===== src/rtl/cipher_pipe_pkg.sv =====
// Shared types, mode encodings and lane-width generic round functions for the
// payload cipher pipeline; usable by both the RTL and a reference model.
package cipher_pipe_pkg;

    localparam int unsigned LW_DEFAULT = 16;
    localparam int unsigned LW_MAX     = 32;

    localparam logic MODE_DEC = 1'b0;
    localparam logic MODE_ENC = 1'b1;

    typedef logic [LW_MAX-1:0]      lane_t;
    typedef logic [3:0][LW_MAX-1:0] quad_t;

    function automatic lane_t lane_mask(input int unsigned lw);
        return (lw >= LW_MAX) ? '1 : ((lane_t'(1) << lw) - lane_t'(1));
    endfunction

    // Rotates assume x already holds only the low lw bits.
    function automatic lane_t rotl1(input lane_t x, input int unsigned lw);
        return ((x << 1) | (x >> (lw - 1))) & lane_mask(lw);
    endfunction

    function automatic lane_t rotr1(input lane_t x, input int unsigned lw);
        return ((x >> 1) | (x << (lw - 1))) & lane_mask(lw);
    endfunction

    function automatic quad_t enc_round(input quad_t d, input lane_t k, input int unsigned lw);
        lane_t m;
        lane_t e0;
        lane_t e1;
        lane_t e2;
        lane_t e3;
        quad_t o;
        m  = lane_mask(lw);
        e0 = (d[0] ^ k) & m;
        e1 = (d[1] + e0) & m;
        e2 = (rotl1(d[2] & m, lw) ^ e1) & m;
        e3 = (d[3] - k) & m;
        o[0] = e1;
        o[1] = e0;
        o[2] = e3;
        o[3] = e2;
        return o;
    endfunction

    function automatic quad_t dec_round(input quad_t o, input lane_t k, input int unsigned lw);
        lane_t m;
        lane_t e0;
        lane_t e1;
        lane_t e2;
        lane_t e3;
        quad_t d;
        m  = lane_mask(lw);
        e1 = o[0] & m;
        e0 = o[1] & m;
        e3 = o[2] & m;
        e2 = o[3] & m;
        d[0] = (e0 ^ k) & m;
        d[1] = (e1 - e0) & m;
        d[2] = rotr1((e2 ^ e1) & m, lw);
        d[3] = (e3 + k) & m;
        return d;
    endfunction

endpackage


===== src/rtl/cipher_round_stage.sv =====
// One registered pipeline stage: applies the mode-selected round to payload beats and
// carries ctrl, payload, mode and valid alongside the data.
module cipher_round_stage
    import cipher_pipe_pkg::*;
#(
    parameter int unsigned LW     = LW_DEFAULT,
    parameter int unsigned CTRL_W = 8
) (
    input  logic              clk,
    input  logic              reset_n,
    input  logic              i_en,
    input  logic [4*LW-1:0]   i_data,
    input  logic [CTRL_W-1:0] i_ctrl,
    input  logic              i_payload,
    input  logic              i_mode,
    input  logic              i_valid,
    input  logic [LW-1:0]     i_key_enc,
    input  logic [LW-1:0]     i_key_dec,
    output logic [4*LW-1:0]   o_data,
    output logic [CTRL_W-1:0] o_ctrl,
    output logic              o_payload,
    output logic              o_mode,
    output logic              o_valid
);

    quad_t             w_in;
    quad_t             w_rnd;
    logic [4*LW-1:0]   w_res;
    logic              w_unused_rnd;

    logic [4*LW-1:0]   r_data;
    logic [CTRL_W-1:0] r_ctrl;
    logic              r_payload;
    logic              r_mode;
    logic              r_valid;

    always_comb begin
        w_in = '0;
        for (int j = 0; j < 4; j++) begin
            w_in[j] = lane_t'(i_data[j*LW +: LW]);
        end
        if (i_mode == MODE_ENC) begin
            w_rnd = enc_round(w_in, lane_t'(i_key_enc), LW);
        end else begin
            w_rnd = dec_round(w_in, lane_t'(i_key_dec), LW);
        end
        // Headers bypass the round untouched.
        w_res = i_data;
        if (i_payload) begin
            for (int j = 0; j < 4; j++) begin
                w_res[j*LW +: LW] = w_rnd[j][LW-1:0];
            end
        end
        // Round results are masked to LW bits; the upper lane bits are always zero.
        w_unused_rnd = ^w_rnd;
    end

    always_ff @(posedge clk or negedge reset_n) begin
        if (!reset_n) begin
            r_data    <= '0;
            r_ctrl    <= '0;
            r_payload <= 1'b0;
            r_mode    <= 1'b0;
            r_valid   <= 1'b0;
        end else if (i_en) begin
            r_data    <= w_res;
            r_ctrl    <= i_ctrl;
            r_payload <= i_payload;
            r_mode    <= i_mode;
            r_valid   <= i_valid;
        end
    end

    assign o_data    = r_data;
    assign o_ctrl    = r_ctrl;
    assign o_payload = r_payload;
    assign o_mode    = r_mode;
    assign o_valid   = r_valid;

endmodule


===== src/rtl/cipher_pipe_param.sv =====
// Parametrised payload encrypt/decrypt pipeline with stall-based backpressure,
// header bypass, busy flag and saturating delivered-payload counter.
module cipher_pipe_param
    import cipher_pipe_pkg::*;
#(
    parameter int unsigned N_STAGES = 5,
    parameter int unsigned LW       = LW_DEFAULT,
    parameter int unsigned CTRL_W   = 8,
    parameter int unsigned CNT_W    = 32
) (
    input  logic                   clk,
    input  logic                   reset_n,
    input  logic [4*LW-1:0]        in_data,
    input  logic [CTRL_W-1:0]      in_ctrl,
    input  logic                   in_wr,
    output logic                   in_rdy,
    input  logic                   in_payload,
    input  logic                   in_mode,
    input  logic [N_STAGES*LW-1:0] key,
    output logic [4*LW-1:0]        out_data,
    output logic [CTRL_W-1:0]      out_ctrl,
    output logic                   out_wr,
    input  logic                   out_rdy,
    output logic                   busy,
    output logic [CNT_W-1:0]       beat_cnt
);

    // Index 0 is the pipeline input; index i+1 is the output of stage i.
    logic [N_STAGES:0][4*LW-1:0]   w_data;
    logic [N_STAGES:0][CTRL_W-1:0] w_ctrl;
    logic [N_STAGES:0]             w_payload;
    logic [N_STAGES:0]             w_mode;
    logic [N_STAGES:0]             w_valid;
    logic                          w_en;
    logic                          w_unused_mode;

    logic [CNT_W-1:0]              r_cnt;

    assign w_data[0]    = in_data;
    assign w_ctrl[0]    = in_ctrl;
    assign w_payload[0] = in_payload;
    assign w_mode[0]    = in_mode;
    assign w_valid[0]   = in_wr;

    // Whole pipe advances together; it only freezes when the last beat is refused.
    assign w_en   = out_rdy | ~w_valid[N_STAGES];
    assign in_rdy = w_en;

    for (genvar i = 0; i < N_STAGES; i++) begin : g_stage
        cipher_round_stage #(
            .LW     (LW),
            .CTRL_W (CTRL_W)
        ) u_stage (
            .clk       (clk),
            .reset_n   (reset_n),
            .i_en      (w_en),
            .i_data    (w_data[i]),
            .i_ctrl    (w_ctrl[i]),
            .i_payload (w_payload[i]),
            .i_mode    (w_mode[i]),
            .i_valid   (w_valid[i]),
            .i_key_enc (key[i*LW +: LW]),
            .i_key_dec (key[(N_STAGES-1-i)*LW +: LW]),
            .o_data    (w_data[i+1]),
            .o_ctrl    (w_ctrl[i+1]),
            .o_payload (w_payload[i+1]),
            .o_mode    (w_mode[i+1]),
            .o_valid   (w_valid[i+1])
        );
    end

    assign out_data      = w_data[N_STAGES];
    assign out_ctrl      = w_ctrl[N_STAGES];
    assign out_wr        = w_valid[N_STAGES];
    assign busy          = |w_valid[N_STAGES:1];
    assign w_unused_mode = w_mode[N_STAGES];

    always_ff @(posedge clk or negedge reset_n) begin
        if (!reset_n) begin
            r_cnt <= '0;
        end else if (out_wr && out_rdy && w_payload[N_STAGES] && (r_cnt != '1)) begin
            r_cnt <= r_cnt + CNT_W'(1);
        end
    end

    assign beat_cnt = r_cnt;

endmodule


===== config.mk =====
export PLATFORM = sky130hd
export DESIGN_NAME = cipher_pipe_param
export DESIGN_NICKNAME = d
export VERILOG_FILES = /design/src/rtl/cipher_pipe_pkg.sv /design/src/rtl/cipher_round_stage.sv /design/src/rtl/cipher_pipe_param.sv
export SDC_FILE = /design/constraint.sdc
export NUM_CORES = 2
export LEC_CHECK = 0
export ABC_CLOCK_PERIOD_IN_PS = 8330
export CAP_MARGIN = 20
export CORE_UTILIZATION = 30
export DETAILED_ROUTE_END_ITERATION = 10
export GPL_TIMING_DRIVEN = 1
export PLACE_DENSITY_LB_ADDON = 0.15
export SLEW_MARGIN = 40
export SYNTH_ARGS = -nofsm -noshare
export SYNTH_HDL_FRONTEND = slang
export SYNTH_SLANG_ARGS = --single-unit
export TNS_END_PERCENT = 30

===== constraint.sdc =====
create_clock -name clk -period 8.33 [get_ports clk]
set_clock_uncertainty 0.15 [all_clocks]
set_input_delay 1.666 -clock clk [delete_from_list [all_inputs] [get_ports clk]]
set_output_delay 1.666 -clock clk [all_outputs]
set_load 0.01 [all_outputs]

# After elaboration in Yosys (flattened, before gate mapping)
# Cells that the tools add are included.
# Widths: inputs -> output; s select.
[word_totals] reg_bits=406 latchBits=0 mem_bits_rw=0 rom_bits=0 input_bits=158 output_inout_bits=107 word_cells=93 n_memories=0
[classes] addsub=21 mul=0 n_div=0 magnitude_cmp=0 eq_ne=1 n_shift=0 muxes=10 bitwise=32 n_reduce_logical=4
[op_table] operator="$mux 112" n=5
[op_table] operator="$mux 64" n=5
[op_table] operator="$xor 16x16->16" n=20
[op_table] operator="$add 16x16->16" n=10
[op_table] operator="$sub 16x16->16" n=10
[op_table] operator="$or 15x16->16" n=5
[op_table] operator="$or 16x1->16" n=5
[op_table] operator="$add 32x1->32 const B" n=1
[op_table] operator="$ne 32x32->1 const B" n=1
[op_table] operator="$reduce_or 5->1" n=1
[op_table] operator="$logic_and 1x1->1" n=3
[op_table] operator="$not 1->1" n=1
[op_table] operator="$or 1x1->1" n=1

# Logic depth before layout (Yosys ltp)
[depth] depth_word=5 depth_mapped=13 depth_no_buf=13

# Hierarchy
# Synthesis repeated with hierarchy kept, for this count alone.
[hier_totals] cells_unflattened=4715 hier_area_um2=38705.9
[modules_own_cells] module="cipher_round_stage at g_stage[2].u_stage ..." instances=2 cells_each=911 area_each_um2=7453.4 seq_area_each_um2=1876.8
[modules_own_cells] module="cipher_round_stage at g_stage[1].u_stage" instances=1 cells_each=937 area_each_um2=7592.3 seq_area_each_um2=1876.8
[modules_own_cells] module="cipher_round_stage at g_stage[4].u_stage" instances=1 cells_each=905 area_each_um2=7287.0 seq_area_each_um2=1876.8
[modules_own_cells] module="cipher_round_stage at g_stage[0].u_stage" instances=1 cells_each=879 area_each_um2=7241.9 seq_area_each_um2=1876.8
[modules_own_cells] module="cipher_pipe_param" instances=1 cells_each=172 area_each_um2=1677.9 seq_area_each_um2=800.8

# Worst setup path before layout
# Ideal clock, no wire load.
[synth_path] path_kind="input port to output port" from="in out_rdy" to="out in_rdy" arrival_time_ps=2914 setup_slack_ps=3600 path_stages=6 n_path_buf=4 path_cell_list="nor2b_1 inv_1 clkbuf_1 clkbuf_1 clkbuf_1 clkbuf_1"
[synth_between] elab_chain_cells=1
[synth_lines] element="start: declaration" line_no="cipher_pipe_param.sv:23" text="input logic out_rdy,"
[synth_lines] element="$or 1x1->1" line_no="cipher_pipe_param.sv:46" text="assign w_en = out_rdy | ~w_valid[N_STAGES];"
[synth_lines] element="end: declaration" line_no="cipher_pipe_param.sv:16" text="output logic in_rdy,"
# No other way between the ends.

# Final worst setup path
# Same ends and word-level chain as after synthesis.

==> out/qor.csv <==
metric,value,unit
outcome,"complete, no violations",
hold_path.class,reg2reg,
finalPower,19800,uW
synth_top_flop_cell,dfrtp_1,
dpl_worst_slack,2880,ps
core_region_area,122000,sq um
clk_pin_slew_worst_paths,50,ps
yosysWarnings,0,
wl,154,mm
worstPathRequired,6510,ps
synthTopCellsByArea,"dfrtp_1 (28%), ha_1 (11%), xor2_1 (7.0%)",
period_needed,5150,ps
postLayoutSetupSlackWorst,3180,ps
antenna_found_initial,14,
ant_nets,0,
cts_tree,yes,
yosysTopAreaCellShare,27.5,%
post_cts_resized,0,
seq_area_frac_synth,27.5,%
die_w,353,um
setup_violations,0,
gp_congestion,0.926,
start_util,30.3,%
drive_gt1_share,3.47,%
hold_buffers,0,
drc,0,
dpl_cell_area,41200,sq um
synth.lib_cells_used.distinct,86,
cts_inserted_buffers,51,
row_count,128,
nets,5216,
ys_async_sr_fraction,100,%
clk_path_buf_depth,3,
clock-sinks,406,
grt.overflow.total,0,
syn-num-nets,5070,
cp_data_arrival_time,3330,ps
ys_seq_elements,406,
rsz0062_at_grt,false,
postCtsSetupRepairBufs,0,
hold_viol_final,0,
drt_iter0_markers,2973,
critPathMaxFanout,77,
dr_total_vias,34300,
worstMarginPinSlew,853,ps
htree_levels,2,
startpoint_type,primary input,
whs,314,ps
area_growth,16.5,%
critical_path_class,in2out,
finalCritPeriodShare,61.8,%
p_leak,0.0186,uW
io_buffer_count,264,
cts-root-buf,clkbuf_16,
grt_max_degree,173,
max_freq,194,MHz
p_per_area,461,nW/um^2
maxCapViolCount,0,
finalSetupTns,0,ps
dr.pass1.iters,6,
dieArea,125000,sq um
grt_pass1_vias,32600,
drv_slew,0,
grtUsageTotal,24.2,%
synth_area_per_cell,8.08,sq um
die_y,353,um
maxSlewHeadroom,42.9,%
final_cell_area,43000,sq um
synth_edf_count,0,
fillers,12800,
max-vdd-ir-drop,0.179,mV
ios,265,
syn_area,36900,sq um
grt_pass1_wl,225,mm
synth_top_area_cell,dfrtp_1,
via_per_inst,5.37,
syn_inst,4571,
final_common_cell,nand2_1,
clk_latency,640,ps
final_cell_mix,"nand2_1 (476), a21oi_1 (436), dfrtp_1 (398), nor2_1 (340), ha_1 (321)",
avgRoutedWirePerCell,24.2,um
ff2ff_setup_slack,4530,ps
end_kind,output port,
dp_hpwl,121,mm
==> per-stage QoR <==
step                      util, %  std cells
after detailed placement     33.8       6284
after global placement       33.8       6284
after floorplan                 -       4571
final                        35.3       6387
after CTS                    35.2       6377
after global routing         35.3       6382
==> worst paths after layout <==
kind / startpoint / endpoint / depth (start not counted)
min: g_stage[1].u_stage.o_ctrl[4] / g_stage[1].u_stage.o_ctrl[4] / 2
max in group asynchronous: reset_n / g_stage[1].u_stage.o_ctrl[5] / 3
min reg2reg: g_stage[1].u_stage.o_ctrl[4] / g_stage[1].u_stage.o_ctrl[4] / 2
max reg2reg: g_stage[1].u_stage.o_data[1] / g_stage[2].u_stage.o_data[63] / 11
min in group asynchronous: reset_n / g_stage[3].u_stage.o_data[16] / 1
max: out_rdy / in_rdy / 4
==> worst max-delay path, cell delays in order <==
cell             delay [ps]
clkdlybuf4s50_1         520
nor2b_4                  90
inv_8                   310
clkdlybuf4s50_1         640
==> power by group <==
group          switching [uW]  internal (uW)  leakage [uW]
clock network             973           1380      0.000835
registers                1720           2870       0.00483
logic                    7480           5400        0.0129
==> synthesized netlist by cell type (all sizes together), types with 20 or more instances <==
library cell,n
nand2,476
a21oi,438
dfrtp,406
o21ai,389
nor2,340
ha,321
xor2,297
xnor2,293
inv,252
clkbuf,184
o211ai,119
nor3,91
a211oi,83
mux2i,78
a21o,74
and3,63
nand3,62
nor2b,57
nand2b,41
a31oi,36
o21a,35
or3,35
a221oi,31
buf,27
o22ai,26
o21bai,24
nand4,22
fa,20
o31ai,20
==> state kept, by name, indices dropped and copies added (netlist names) <==
signal,cells
g_stage.u_stage.o_ctrl,40
beat_cnt,32
g_stage.u_stage.o_mode,4
g_stage.u_stage.o_payload,5
g_stage.u_stage.o_valid,5
g_stage.u_stage.o_data,320
==> per-layer routing <==
layer  up-vias  track usage, %  wire length (um)
li1      16500               -                 -
met1     16600            32.7             69300
met2       956            40.0             72300
met3       197            3.22              8360
met4         2            7.11              4380
met5         -               0                13
==> area by class of cell <==
cell class | instances | area, sq um | area share (%)
Antenna cell | 5 | 12.5 | 0.0291
Clock buffer | 74 | 1470 | 3.43
Clock inverter | 19 | 253 | 0.587
Inverter | 255 | 965 | 2.24
Multi-Input combinational cell | 3699 | 25000 | 58.2
Sequential cell | 406 | 10200 | 23.6
Tap cell | 1625 | 2030 | 4.73
Timing Repair Buffer | 304 | 3080 | 7.17
==> cell families after synthesis <==
kind of cell / Yosys count / share of synthesized area [%]
AOI/OAI and AO/OA: 1428 / 24.0
and+or+nand+nor: 1255 / 15.4
adders and majority gates: 341 / 12.0
buffers and inverters: 466 / 4.74
DFF: 406 / 27.5
muxes: 84 / 2.30
xor gates and xnor gates: 591 / 14.1
(Power assumes the default switching activity.)
